**config.mk**
```make
export PLATFORM = sky130hd
export DESIGN_NAME = store_sequencer_flat
export DESIGN_NICKNAME = d
export VERILOG_FILES = /design/src/rtl/store_seq_pkg.sv /design/src/rtl/store_seq_if.sv /design/src/rtl/store_seq_lane_align.sv /design/src/rtl/store_sequencer.sv /design/src/flat_wrapper.sv
export SDC_FILE = /design/constraint.sdc
export NUM_CORES = 1
export LEC_CHECK = 0
export CORE_UTILIZATION = 53
export CTS_CLUSTER_SIZE = 28
export DETAILED_ROUTE_END_ITERATION = 7
export PLACE_DENSITY = 0.93
export RECOVER_POWER = 50
export SLEW_MARGIN = 5
export SYNTH_ARGS = -nofsm -noshare
export SYNTH_HDL_FRONTEND = slang
export SYNTH_SLANG_ARGS = --single-unit
export TNS_END_PERCENT = 50
```
**constraint.sdc**
```tcl
create_clock -name clk -period 5.7 [get_ports clk]
set_clock_uncertainty 0.05 [all_clocks]
set_input_delay 0.855 -clock clk [delete_from_list [all_inputs] [get_ports clk]]
set_output_delay 0.855 -clock clk [all_outputs]
set_load 0.005 [all_outputs]
```
**src/rtl/store_seq_pkg.sv**
```systemverilog
// Shared types and constants for the store sequencer.
// No logic; enum, store-size codes and base byte-enable masks.
// With STORE_SEQ_MISALIGN_TRAP_EN defined the BEAT1 state does not exist.
package store_seq_pkg;

  typedef enum logic [1:0] {
    IDLE  = 2'd0,
    BEAT0 = 2'd1,
`ifndef STORE_SEQ_MISALIGN_TRAP_EN
    BEAT1 = 2'd2,
`endif
    DONE  = 2'd3
  } state_e;

  // Store size encoding as carried by func3[1:0]
  localparam logic [1:0] SZ_B = 2'b00;
  localparam logic [1:0] SZ_H = 2'b01;
  localparam logic [1:0] SZ_W = 2'b10;
  localparam logic [1:0] SZ_X = 2'b11;

  // Byte-enable pattern for a store at offset 0
  localparam logic [3:0] MASK_B = 4'b0001;
  localparam logic [3:0] MASK_H = 4'b0011;
  localparam logic [3:0] MASK_W = 4'b1111;

endpackage

```
**src/rtl/store_seq_if.sv**
```systemverilog
// Request and memory-port bundle of the store sequencer.
// slave = sequencer view, master = execute stage / memory / bench view.
// misalign_o exists only with STORE_SEQ_MISALIGN_TRAP_EN defined.
interface store_seq_if #(
  parameter int WIDTH = 32
);
  logic             req_valid_i;
  logic             req_ready_o;
  logic [WIDTH-1:0] req_addr_i;
  logic [1:0]       req_func3_2lsb_i;
  logic [WIDTH-1:0] req_data_i;
  logic             mem_req_o;
  logic             mem_gnt_i;
  logic [WIDTH-1:0] mem_addr_o;
  logic [3:0]       mem_wea_o;
  logic [WIDTH-1:0] mem_wdata_o;
  logic             busy_o;
  logic             done_o;
`ifdef STORE_SEQ_MISALIGN_TRAP_EN
  logic             misalign_o;
`endif

  modport slave (
    input  req_valid_i, req_addr_i, req_func3_2lsb_i, req_data_i, mem_gnt_i,
    output req_ready_o, mem_req_o, mem_addr_o, mem_wea_o, mem_wdata_o,
    output busy_o, done_o
`ifdef STORE_SEQ_MISALIGN_TRAP_EN
    , output misalign_o
`endif
  );

  modport master (
    output req_valid_i, req_addr_i, req_func3_2lsb_i, req_data_i, mem_gnt_i,
    input  req_ready_o, mem_req_o, mem_addr_o, mem_wea_o, mem_wdata_o,
    input  busy_o, done_o
`ifdef STORE_SEQ_MISALIGN_TRAP_EN
    , input misalign_o
`endif
  );

endinterface

```
**src/rtl/store_seq_lane_align.sv**
```systemverilog
// Byte-lane alignment of a store: 8-bit enable mask, 64-bit shifted data, split flag.
// Purely combinational, zero latency.
// No flow control; illegal size yields an empty mask and no split.
module store_lane_align
  import store_seq_pkg::*;
(
  input  logic [1:0]  off_i,
  input  logic [1:0]  size_i,
  input  logic [31:0] data_i,
  output logic [7:0]  m8_o,
  output logic [63:0] d64_o,
  output logic        split_o
);

  logic [3:0] base;

  // Base mask for the store size at offset 0
  always_comb begin
    base = 4'b0000;
    case (size_i)
      SZ_B:    base = MASK_B;
      SZ_H:    base = MASK_H;
      SZ_W:    base = MASK_W;
      default: base = 4'b0000;
    endcase
  end

  // Shift into the two-word window; anything landing in the upper word means a second beat
  assign m8_o    = {4'b0000, base} << off_i;
  assign d64_o   = {32'b0, data_i} << {off_i, 3'b000};
  assign split_o = |m8_o[7:4];

endmodule

```
**src/rtl/store_sequencer.sv**
```systemverilog
// Store sequencer: turns one store request into one or two lane-aligned memory write beats.
// Latency: beat at N+1; done_o at N+2 (aligned) / N+3 (split) with immediate grants, N+1 for illegal size.
// Backpressure: one store in flight; beats hold until mem_gnt_i; optional STORE_SEQ_MISALIGN_TRAP_EN traps splits.
module store_sequencer
  import store_seq_pkg::*;
#(
  parameter int WIDTH     = 32,
  parameter int SPLIT_MAX = 2
) (
  input logic         clk,
  input logic         rst_n,
  store_seq_if.slave  bus
);

  if (WIDTH != 32) begin : g_width_check
    $error("store_sequencer: only WIDTH=32 is supported");
  end
  if (SPLIT_MAX != 2) begin : g_split_check
    $error("store_sequencer: SPLIT_MAX is fixed at 2");
  end

  logic [7:0]       m8;
  logic [63:0]      d64;
  logic             split;

  state_e           state_q;
  logic             mem_req_q;
  logic [WIDTH-1:0] mem_addr_q;
  logic [3:0]       mem_wea_q;
  logic [WIDTH-1:0] mem_wdata_q;
`ifdef STORE_SEQ_MISALIGN_TRAP_EN
  logic             misalign_q;
`else
  logic             split_q;
  logic [3:0]       wea_hi_q;
  logic [WIDTH-1:0] wdata_hi_q;
`endif

  store_lane_align u_lane_align (
    .off_i   (bus.req_addr_i[1:0]),
    .size_i  (bus.req_func3_2lsb_i),
    .data_i  (bus.req_data_i),
    .m8_o    (m8),
    .d64_o   (d64),
    .split_o (split)
  );

  // Sequencer FSM: accept in IDLE, present beats until granted, pulse done for one cycle
  always_ff @(posedge clk or negedge rst_n) begin
    if (!rst_n) begin
      state_q     <= IDLE;
      mem_req_q   <= 1'b0;
      mem_addr_q  <= '0;
      mem_wea_q   <= 4'b0000;
      mem_wdata_q <= '0;
`ifdef STORE_SEQ_MISALIGN_TRAP_EN
      misalign_q  <= 1'b0;
`else
      split_q     <= 1'b0;
      wea_hi_q    <= 4'b0000;
      wdata_hi_q  <= '0;
`endif
    end else begin
      case (state_q)
        IDLE: begin
          if (bus.req_valid_i) begin
            if (bus.req_func3_2lsb_i == SZ_X) begin
              state_q <= DONE;
            end
`ifdef STORE_SEQ_MISALIGN_TRAP_EN
            else if (split) begin
              state_q    <= DONE;
              misalign_q <= 1'b1;
            end
`endif
            else begin
              state_q     <= BEAT0;
              mem_req_q   <= 1'b1;
              mem_addr_q  <= {bus.req_addr_i[WIDTH-1:2], 2'b00};
              mem_wea_q   <= m8[3:0];
              mem_wdata_q <= d64[31:0];
`ifndef STORE_SEQ_MISALIGN_TRAP_EN
              split_q     <= split;
              wea_hi_q    <= m8[7:4];
              wdata_hi_q  <= d64[63:32];
`endif
            end
          end
        end
        BEAT0: begin
          if (bus.mem_gnt_i) begin
`ifndef STORE_SEQ_MISALIGN_TRAP_EN
            if (split_q) begin
              // Next word; the adder wraps naturally at the top of the address space
              state_q     <= BEAT1;
              mem_addr_q  <= mem_addr_q + WIDTH'(4);
              mem_wea_q   <= wea_hi_q;
              mem_wdata_q <= wdata_hi_q;
            end else
`endif
            begin
              state_q   <= DONE;
              mem_req_q <= 1'b0;
              mem_wea_q <= 4'b0000;
            end
          end
        end
`ifndef STORE_SEQ_MISALIGN_TRAP_EN
        BEAT1: begin
          if (bus.mem_gnt_i) begin
            state_q   <= DONE;
            mem_req_q <= 1'b0;
            mem_wea_q <= 4'b0000;
          end
        end
`endif
        DONE: begin
          state_q <= IDLE;
`ifdef STORE_SEQ_MISALIGN_TRAP_EN
          misalign_q <= 1'b0;
`endif
        end
        default: state_q <= IDLE;
      endcase
    end
  end

  assign bus.req_ready_o = (state_q == IDLE);
  assign bus.busy_o      = (state_q != IDLE);
  assign bus.done_o      = (state_q == DONE);
  assign bus.mem_req_o   = mem_req_q;
  assign bus.mem_addr_o  = mem_addr_q;
  assign bus.mem_wea_o   = mem_wea_q;
  assign bus.mem_wdata_o = mem_wdata_q;
`ifdef STORE_SEQ_MISALIGN_TRAP_EN
  assign bus.misalign_o  = misalign_q;
`endif

endmodule
```
**src/flat_wrapper.sv**
```systemverilog
// flat-port wrapper written by rule: the top's interface ports become plain ports
module store_sequencer_flat import store_seq_pkg::*;
#(
  parameter int WIDTH     = 32,
  parameter int SPLIT_MAX = 2
)
  (clk, rst_n, bus_req_valid_i, bus_req_addr_i, bus_req_func3_2lsb_i, bus_req_data_i, bus_mem_gnt_i, bus_req_ready_o, bus_mem_req_o, bus_mem_addr_o, bus_mem_wea_o, bus_mem_wdata_o, bus_busy_o, bus_done_o);
  store_seq_if #(.WIDTH(WIDTH)) bus_i ();
  input logic clk;
  input logic rst_n;
  input wire logic [$bits(bus_i.req_valid_i)-1:0] bus_req_valid_i;
  input wire logic [$bits(bus_i.req_addr_i)-1:0] bus_req_addr_i;
  input wire logic [$bits(bus_i.req_func3_2lsb_i)-1:0] bus_req_func3_2lsb_i;
  input wire logic [$bits(bus_i.req_data_i)-1:0] bus_req_data_i;
  input wire logic [$bits(bus_i.mem_gnt_i)-1:0] bus_mem_gnt_i;
  output wire logic [$bits(bus_i.req_ready_o)-1:0] bus_req_ready_o;
  output wire logic [$bits(bus_i.mem_req_o)-1:0] bus_mem_req_o;
  output wire logic [$bits(bus_i.mem_addr_o)-1:0] bus_mem_addr_o;
  output wire logic [$bits(bus_i.mem_wea_o)-1:0] bus_mem_wea_o;
  output wire logic [$bits(bus_i.mem_wdata_o)-1:0] bus_mem_wdata_o;
  output wire logic [$bits(bus_i.busy_o)-1:0] bus_busy_o;
  output wire logic [$bits(bus_i.done_o)-1:0] bus_done_o;
  assign bus_i.req_valid_i = bus_req_valid_i;
  assign bus_i.req_addr_i = bus_req_addr_i;
  assign bus_i.req_func3_2lsb_i = bus_req_func3_2lsb_i;
  assign bus_i.req_data_i = bus_req_data_i;
  assign bus_i.mem_gnt_i = bus_mem_gnt_i;
  assign bus_req_ready_o = bus_i.req_ready_o;
  assign bus_mem_req_o = bus_i.mem_req_o;
  assign bus_mem_addr_o = bus_i.mem_addr_o;
  assign bus_mem_wea_o = bus_i.mem_wea_o;
  assign bus_mem_wdata_o = bus_i.mem_wdata_o;
  assign bus_busy_o = bus_i.busy_o;
  assign bus_done_o = bus_i.done_o;
  store_sequencer #(.WIDTH(WIDTH), .SPLIT_MAX(SPLIT_MAX)) u_core (.clk(clk), .rst_n(rst_n), .bus(bus_i));
endmodule
```
== Word level (Yosys, flattened, before mapping) ==
Index checks and enable logic that the tools add are counted.

* Multiplexer cells: 29
* Equal/unequal tests: 12
* Shift operators: 2
* Bitwise logic cells: 1
* Add/subtract/negate cells: 1
* Reductions and logical operators: 11

{| class="wikitable"
|+ Operator list
! kind !! number
|-
| $mux 32 || 8
|-
| $pmux 32 s2 || 2
|-
| $shl 32x5->64 || 1
|-
| $add 32x3->32 const B || 1
|-
| $pmux 4 s3 || 2
|-
| $mux 4 || 5
|-
| $ne 2x2->1 const B || 5
|-
| $reduce_and 5->1 || 2
|-
| $eq 2x2->1 const B || 4
|-
| $mux 2 || 4
|-
| $pmux 2 s4 || 1
|-
| $shl 4x2->8 || 1
|-
| $mux 1 || 6
|-
| $reduce_and 3->1 || 2
|-
| $reduce_and 6->1 || 1
|-
| $eq 2x1->1 const B || 2
|-
| $logic_not 2->1 || 2
|-
| $reduce_bool 2->1 || 2
|-
| $reduce_or 4->1 || 1
|-
| $pmux 1 s3 || 1
|-
| $reduce_bool 3->1 || 1
|-
| $ne 2x1->1 const B || 1
|-
| $not 1->1 || 1
|}

* Output and inout bits: 72
* Register bits: 108
* Input bits: 70

== Depth between registers and ports, before layout ==
Gate-level depths: netlist of the first run.

* Depth after elaboration: 6
* Mapped depth: 9

== By module ==
Synthesis of the first run repeated with hierarchy kept, for this count alone.

* Cell total of the unflattened synthesis: 661
* Area, all modules: 6392.4 µm²

{| class="wikitable"
|+ By module, submodules not included
! module !! cells each !! times used !! area an instance (µm²)
|-
| store_sequencer || 534 || 1 || 5441.5
|-
| store_lane_align || 127 || 1 || 950.9
|}

== Worst setup path before layout of the first run ==
Ideal clock, no wire load.

* Kind: input-to-reg
* Start point: input bus_req_func3_2lsb_i[0]
* End point: register u_core.mem_addr_q[30], in the netlist u_core.bus.mem_addr_o[30]
* Setup time: 0.126 ns
* Arrival: 2.327 ns
* Stages on the path: 7
* Path slack: 3.197 ns
* Cell sequence: ha_1 -> nand2b_1 -> a2bb2oi_1 -> clkbuf_1 -> nand2_1 -> nor3_1 -> nor3_2

* Longest elaborated chain between the ends: 3

{| class="wikitable"
|+ RTL lines
! item !! RTL line !! source
|-
| from (decl) || flat_wrapper.sv:13 || <nowiki>input wire logic [$bits(bus_i.req_func3_2lsb_i)-1:0] bus_req_func3_2lsb_i;</nowiki>
|-
| $eq 2x2->1 || store_sequencer.sv:67 || <nowiki>if (bus.req_func3_2lsb_i == SZ_X) begin</nowiki>
|-
| $ne 2x2->1 (no source line) || -- ||
|-
| $reduce_and 5->1 (no source line) || -- ||
|-
| to (signal assigned) || store_sequencer.sv:79 || <nowiki>mem_addr_q <= {bus.req_addr_i[WIDTH-1:2], 2'b00};</nowiki>
|-
| to (signal assigned) || store_sequencer.sv:96 || <nowiki>mem_addr_q <= mem_addr_q + WIDTH'(4);</nowiki>
|-
| to (decl) || store_sequencer.sv:28 || <nowiki>logic [WIDTH-1:0] mem_addr_q;</nowiki>
|}

No other way between the ends.
A chain may end at the register's enable or synchronous reset.

==> flow_metrics.tcl, run 1 <==
set metrics [dict create \
    synthFlopType "dfrtp_1" \
    leakagePower_nw 2.946 \
    drt_first_pass_iters 5 \
    maxCapViolCount 1 \
    cp-end-kind "asynchronous set/reset pin" \
    maxSlewViolCount 43 \
    drcViolationCount 0 \
    setup_viol 0 \
    synth_seq_area_share_pct 44.74 \
    ctsHoldBuffers 0 \
    routabilityCongestion 0.9011 \
    pwr-share-comb_pct 49.3 \
    dr_total_vias 5454 \
    critPathLaunchType "input pin" \
    synth_cell_type_count 47 \
    synthesis.area_um2 5425 \
    max-vdd-ir-drop_mv 0.2299 \
    cp_cell_sequence "clkbuf_1 > clkbuf_2" \
    nNetsFinal 799 \
    switchingPower_mw 1.486 \
    row_count 36 \
    boundaryPins 142 \
    die_h_um 103.2 \
    place_hpwl_um 11170 \
    ys_seq_elements 97 \
    tightest_slew_ps 2267 \
    design.core.area_um2 9864 \
    failed_checks "capacitance limit, slew limit" \
    grt_max_degree 59 \
    portBuffers 139 \
    drive_gt1_share_pct 6.878 \
    cts_made_buffers 9 \
    ctsResizeCount 0 \
    cp_num_buf_inv 2 \
    rrSetupSlack_ps 2250 \
    start_util_pct 55.00 \
    fp.dieW_um 103.2 \
    drt_wl_total_um 16170 \
    grt_setup_unrepaired "no" \
    reg2reg_depth 9 \
    cpPeakStageDelay_ps 1580 \
    netlist_instances 614 \
    crit_family "buffers and inverters" \
    clkPwrFrac_pct 13.4 \
    slowest_stage "clkbuf_1" \
    drt_iter0_markers 459 \
    cts_setup_buffers 0 \
    clock_latency_ps 370 \
    hold_path_depth 2 \
    die_area_um2 10650 \
    max_freq_ghz 0.2798 \
    cts_tree "done" \
    grt_pass1_vias 5135 \
    grt_pass1_wl_um 25140 \
    area_growth_pct 30.37 \
    ant_nets 0 \
    p_int_mw 2.092 \
    cts.clk_slew.worst_paths_ps 110 \
    status "finished with violations" \
    pwr-share-seq_pct 37.4 \
    viasPerCell 6.342 \
    clock-sinks 97 \
    cp_max_fo 56 \
    ys_warn_count 0 \
    path_depth 2 \
    hold_viol 0 \
    crit_type "in2async" \
    antenna_cells 0 \
    antenna_found_initial 0 \
    slew_headroom_pct -51.15 \
    hold_class "reg2reg" \
    powerDensity_nw_per_um2 505.8 \
    synth.avg_cell_area_um2 8.836 \
    cts_max_path_buffers 2 \
    switching_share_pct 41.53 \
    crit_required_ps 5890 \
    async_flop_share_pct 100.0 \
    htreeDepth 3 \
    final_util_pct 71.70 \
    cts_root_buffer "clkbuf_8" \
    grt_usage_pct 30.79 \
    setup_tns_ps 0 \
    gr-total-overflow 0 \
    wire_per_inst_um 18.80 \
    fin_crit_ps 3573 \
    synth-edff-count 0 \
    worstPathArrival_ps 3770 \
    finalCritPeriodShare_pct 62.69 \
]
## layout make-up
cell class / count / area [um2]
Multi-Input combinational cell: 457 / 2796
Clock buffer: 10 / 137.6
Sequential cell: 97 / 2427
Timing Repair Buffer: 146 / 1430
Tap cell: 133 / 166.4
Clock inverter: 6 / 73.82
Inverter: 11 / 41.29
Fill cell: 688 / 2791
## sequential cells by signal, indices dropped and copies added, names as in the netlist
register / count
u_core.bus.mem_addr_o: 30
u_core.bus.mem_wea_o: 4
u_core.wea_hi_q: 3
u_core.wdata_hi_q: 24
u_core.split_q: 1
u_core.bus.mem_wdata_o: 32
u_core.bus.mem_req_o: 1
u_core.state_q: 2
## path summary, 6_finish.rpt
check	from	endpoint
hold reg to reg	u_core.bus.mem_wdata_o[24]	u_core.bus.mem_wdata_o[24]
max in group clk	u_core.state_q[1]	u_core.bus.mem_addr_o[9]
min in group asynchronous	rst_n	u_core.bus.mem_addr_o[9]
setup / recovery	rst_n	u_core.split_q
setup reg to reg	u_core.state_q[1]	u_core.bus.mem_addr_o[9]
hold / removal	u_core.bus.mem_wdata_o[24]	u_core.bus.mem_wdata_o[24]
## logic make-up after synthesis
| kind of cell | after synthesis | synth area share, % |
|---|---|---|
| AO/OA/AOI/OAI | 183 | 21.68 |
| XOR/XNOR | 2 | 0.3229 |
| adder cells (fa/ha/maj) | 7 | 1.614 |
| buffers and inverters | 61 | 4.405 |
| flip-flops | 97 | 44.74 |
| multiplexers | 46 | 8.902 |
| other | 1 | 0.06912 |
| AND/OR/NAND/NOR | 217 | 18.27 |
## layer usage
| layer | up-vias | track usage, % | wire [um] |
|---|---|---|---|
| met5 | - | 0 | 0 |
| met4 | 0 | 15.17 | 516 |
| li1 | 2464 | - | - |
| met3 | 53 | 6.048 | 1306 |
| met1 | 2622 | 40.69 | 6391 |
| met2 | 315 | 48.82 | 7952 |
## power by group through the flow
stage	Sequential (mW)	Combinational, mW	Clock (mW)
2_1_floorplan	1.28	0.969	0
3_3_place_gp	1.32	1.69	0
3_5_place_dp	1.34	1.78	0
4_1_cts	1.33	1.79	0.481
5_1_grt	1.37	1.95	0.508
6_report	1.34	1.76	0.478
## stage by stage
step / setup WS [ps] / area (um2) / power [mW] / hold WS (ps) / instances
3_5_place_dp: 2076 / 6868 / 3.125 / 415.0 / 844
3_3_place_gp: 2211 / 6868 / 3.011 / 408.1 / 844
6_report: 2127 / 7073 / 3.578 / 432.6 / 860
5_1_grt: 1481 / 7073 / 3.821 / 456.1 / 860
4_1_cts: 2282 / 7079 / 3.602 / 411.6 / 860
2_1_floorplan: 3197 / 5429 / 2.245 / 394.6 / 615
## Yosys cell counts (2+ instances only)
| cell type | instances | area share (%) |
|---|---|---|
| a311oi_1 | 3 | 0.48 |
| a211oi_1 | 4 | 0.55 |
| nor3b_1 | 2 | 0.28 |
| dfrtp_1 | 97 | 45 |
| nand2_1 | 77 | 5.3 |
| o21ai_0 | 50 | 4.6 |
| a221oi_1 | 18 | 2.9 |
| xor2_1 | 2 | 0.32 |
| a22o_1 | 8 | 1.3 |
| mux2i_1 | 28 | 5.2 |
| nand4_1 | 12 | 1.4 |
| o211ai_1 | 9 | 1.2 |
| ha_1 | 7 | 1.6 |
| nor2b_1 | 6 | 0.69 |
| buf_4 | 2 | 0.28 |
| nor2_1 | 69 | 4.8 |
| nor4_1 | 5 | 0.58 |
| or4_4 | 2 | 0.42 |
| a21oi_1 | 38 | 3.5 |
| o31ai_1 | 8 | 1.1 |
| buf_2 | 2 | 0.18 |
| and2_1 | 3 | 0.35 |
| buf_1 | 4 | 0.28 |
| o22ai_1 | 18 | 2.1 |
| mux2_2 | 18 | 3.7 |
| o21a_1 | 3 | 0.42 |
| clkbuf_1 | 42 | 2.9 |
| nand3_1 | 15 | 1.4 |
| a2bb2oi_1 | 3 | 0.48 |
| and4_1 | 2 | 0.32 |
| nor3_1 | 12 | 1.1 |
| a22oi_1 | 15 | 2.1 |
| inv_1 | 11 | 0.76 |
| and3_1 | 6 | 0.69 |
## layout by cell type, fill, tap and decap left out, types with 2 or more instances in the layout
master / synthesis / layout
clkdlybuf4s50_1: 0 / 102
xor2_1: 2 / 2
a22o_1: 8 / 8
clkbuf_8: 0 / 10
and3_1: 6 / 6
nor3_1: 12 / 12
buf_4: 2 / 6
nand2_1: 77 / 77
or4_4: 2 / 2
a211oi_1: 4 / 4
and4_1: 2 / 2
a22oi_1: 15 / 15
a21oi_1: 38 / 38
nor3b_1: 2 / 2
o21ai_0: 50 / 50
o22ai_1: 18 / 17
nand4_1: 12 / 12
clkinvlp_4: 0 / 2
o21a_1: 3 / 3
conb_1: 1 / 2
mux2_2: 18 / 18
nand3_1: 15 / 15
a221oi_1: 18 / 18
ha_1: 7 / 6
and2_1: 3 / 3
mux2i_1: 28 / 28
dfrtp_1: 97 / 97
a2bb2oi_1: 3 / 2
nor4_1: 5 / 5
nor2_1: 69 / 69
o31ai_1: 8 / 8
nor2b_1: 6 / 6
o211ai_1: 9 / 9
a311oi_1: 3 / 3
dlygate4sd3_1: 0 / 35
inv_1: 11 / 11
Note: power is estimated with default switching activity, not from simulation.
==> run 2: changes to the inputs <==
- CORE_UTILIZATION: 53 -> 49
- PLACE_DENSITY: 0.93 -> 0.87
- clock period: 5.7 -> 3.64 ns (I/O delays scaled with it)
==> run 2 against run 1 <==
  * The flow finishes with violations (DRC, capacitance limit, slew limit)
  * Sequential power grew 55%
  * Total power rose by 56%
  * Sequential cell count stayed put
  * Setup slack got worse by 1400 ps
  * Register-to-register slack lost 1500 ps
  * Clock-buffer cell count unchanged
  * Critical path type is now reg2reg
  * Largest cell class unchanged
==> flow_metrics.tcl, run 2 (synthesis gave the netlist of run 1 again) <==
set metrics [dict create \
    status "finished with violations" \
    failed_checks "DRC, capacitance limit, slew limit" \
    cp-end-kind "flop" \
    antenna_cells 0 \
    maxCapViolCount 1 \
    hold_end "u_core.bus.mem_wdata_o[27]" \
    grt_pass1_wl_um 26340 \
    setup_viol 0 \
    maxSlewViolCount 46 \
    routabilityCongestion 0.8799 \
    place_hpwl_um 11260 \
    die_h_um 107.2 \
    rrSetupSlack_ps 760 \
    p_int_mw 3.241 \
    portBuffers 139 \
    gr-total-overflow 0 \
    clkPwrFrac_pct 12.5 \
    clock_latency_ps 370 \
    final_cell_mix "101 x clkdlybuf4s50_1, 97 x dfrtp_1, 76 x nand2_1" \
    clock-sinks 97 \
    cp_max_fo 22 \
    hp-start "u_core.bus.mem_wdata_o[27]" \
    cts_max_path_buffers 2 \
    reg2reg_depth 8 \
    place_area_um2 6923 \
    drt_iter0_markers 464 \
    largest_reg_flops 32 \
    critPathLaunchType "flop" \
    pwr-share-seq_pct 37.4 \
    htreeDepth 3 \
    ant_nets 0 \
    crit_type "reg2reg" \
    design.core.area_um2 10790 \
    dr_total_vias 5436 \
    drive_gt1_share_pct 7.798 \
    grt_pass1_vias 5372 \
    row_count 38 \
    hold_path_depth 2 \
    viasPerCell 6.241 \
    reg2reg_to "u_core.bus.mem_addr_o[30]" \
    cts_made_buffers 9 \
    grt_usage_pct 29.07 \
    hold_viol 0 \
    fp.dieW_um 107.2 \
    switching_share_pct 41.84 \
    tightest_slew_ps 2372 \
    hold_class "reg2reg" \
    setup_tns_ps 0 \
    area_growth_pct 31.13 \
    nNetsFinal 803 \
    finalCritPeriodShare_pct 79.24 \
    pwr-share-comb_pct 50.1 \
    die_area_um2 11500 \
    switchingPower_mw 2.331 \
    max-vdd-ir-drop_mv 0.4087 \
    wire_per_inst_um 18.42 \
    grt_setup_unrepaired "no" \
    grt_max_degree 56 \
    boundaryPins 142 \
    cts_setup_buffers 0 \
    worstPathArrival_ps 3080 \
    crit_required_ps 3830 \
    start_util_pct 50.27 \
    ctsHoldBuffers 0 \
    leakagePower_nw 2.973 \
    cts_tree "done" \
    powerDensity_nw_per_um2 783.3 \
    antenna_found_initial 0 \
    slew_headroom_pct -58.14 \
    ctsResizeCount 0 \
    cts.clk_slew.worst_paths_ps 100 \
    final_common_cell "clkdlybuf4s50_1" \
    regToRegStartpoint "u_core.state_q[0]" \
    max_freq_ghz 0.3467 \
    final_cell_area_um2 7114 \
    fin_crit_ps 2884 \
    drt_wl_total_um 16050 \
    drcViolationCount 2 \
    cts_root_buffer "clkbuf_8" \
    drt_first_pass_iters 8 \
]
## run 2: worst max path at each step
stage	from	endpoint	cells after the start
after floorplan	u_core.bus.mem_addr_o[2]	u_core.bus.mem_addr_o[30]	6
after global placement	bus_req_func3_2lsb_i[0]	u_core.bus.mem_addr_o[10]	6
after detailed placement	bus_req_func3_2lsb_i[0]	u_core.bus.mem_addr_o[16]	7
after CTS	u_core.state_q[0]	u_core.bus.mem_addr_o[30]	8
after global routing	rst_n	u_core.bus.mem_wdata_o[13]	2
final	u_core.state_q[0]	u_core.bus.mem_addr_o[30]	8
## run 2: critical path, stage by stage, from the launching register on
cell       delay [ps]
dfrtp_1           450
inv_1             110
ha_1              490
nor2b_1           450
a2bb2oi_4         480
buf_4             340
nand2_1           110
nor3_1            210
nor3_2             70
## run 2: layout make-up
class | count | area [um2]
Clock buffer | 10 | 137.6
Inverter | 11 | 41.29
Multi-Input combinational cell | 457 | 2805
Clock inverter | 6 | 62.56
Sequential cell | 97 | 2427
Tap cell | 140 | 175.2
Timing Repair Buffer | 150 | 1465
Fill cell | 853 | 3679
## run 2: power groups by stage
stage               logic (mW)  registers [mW]  clock network [mW]
global placement          2.72            2.05                   0
floorplan                 1.52            2.00                   0
finish                    2.79            2.08               0.697
global route              3.09            2.15               0.756
CTS                       2.85            2.07               0.704
detailed placement        2.83            2.09                   0
## run 2: stage by stage
stage	utilization (%)	setup slack, ps	instances	hold WS [ps]	power [mW]
after floorplan	-	1329	615	200.4	3.515
after global placement	64.14	773.6	855	408.3	4.769
after detailed placement	64.14	637.4	855	416.6	4.924
after CTS	66.00	797.7	871	126.8	5.628
after global routing	65.92	413.8	871	476.8	5.991
final	65.92	755.6	871	436.1	5.572
## run 2: metal layers
metal,track usage [%],vias up,share of wire (%)
met1,39.45,2632,42
met2,46.64,294,48
met5,0,-,0
met3,4.559,48,7.9
met4,11.55,0,2.7
li1,-,2462,-
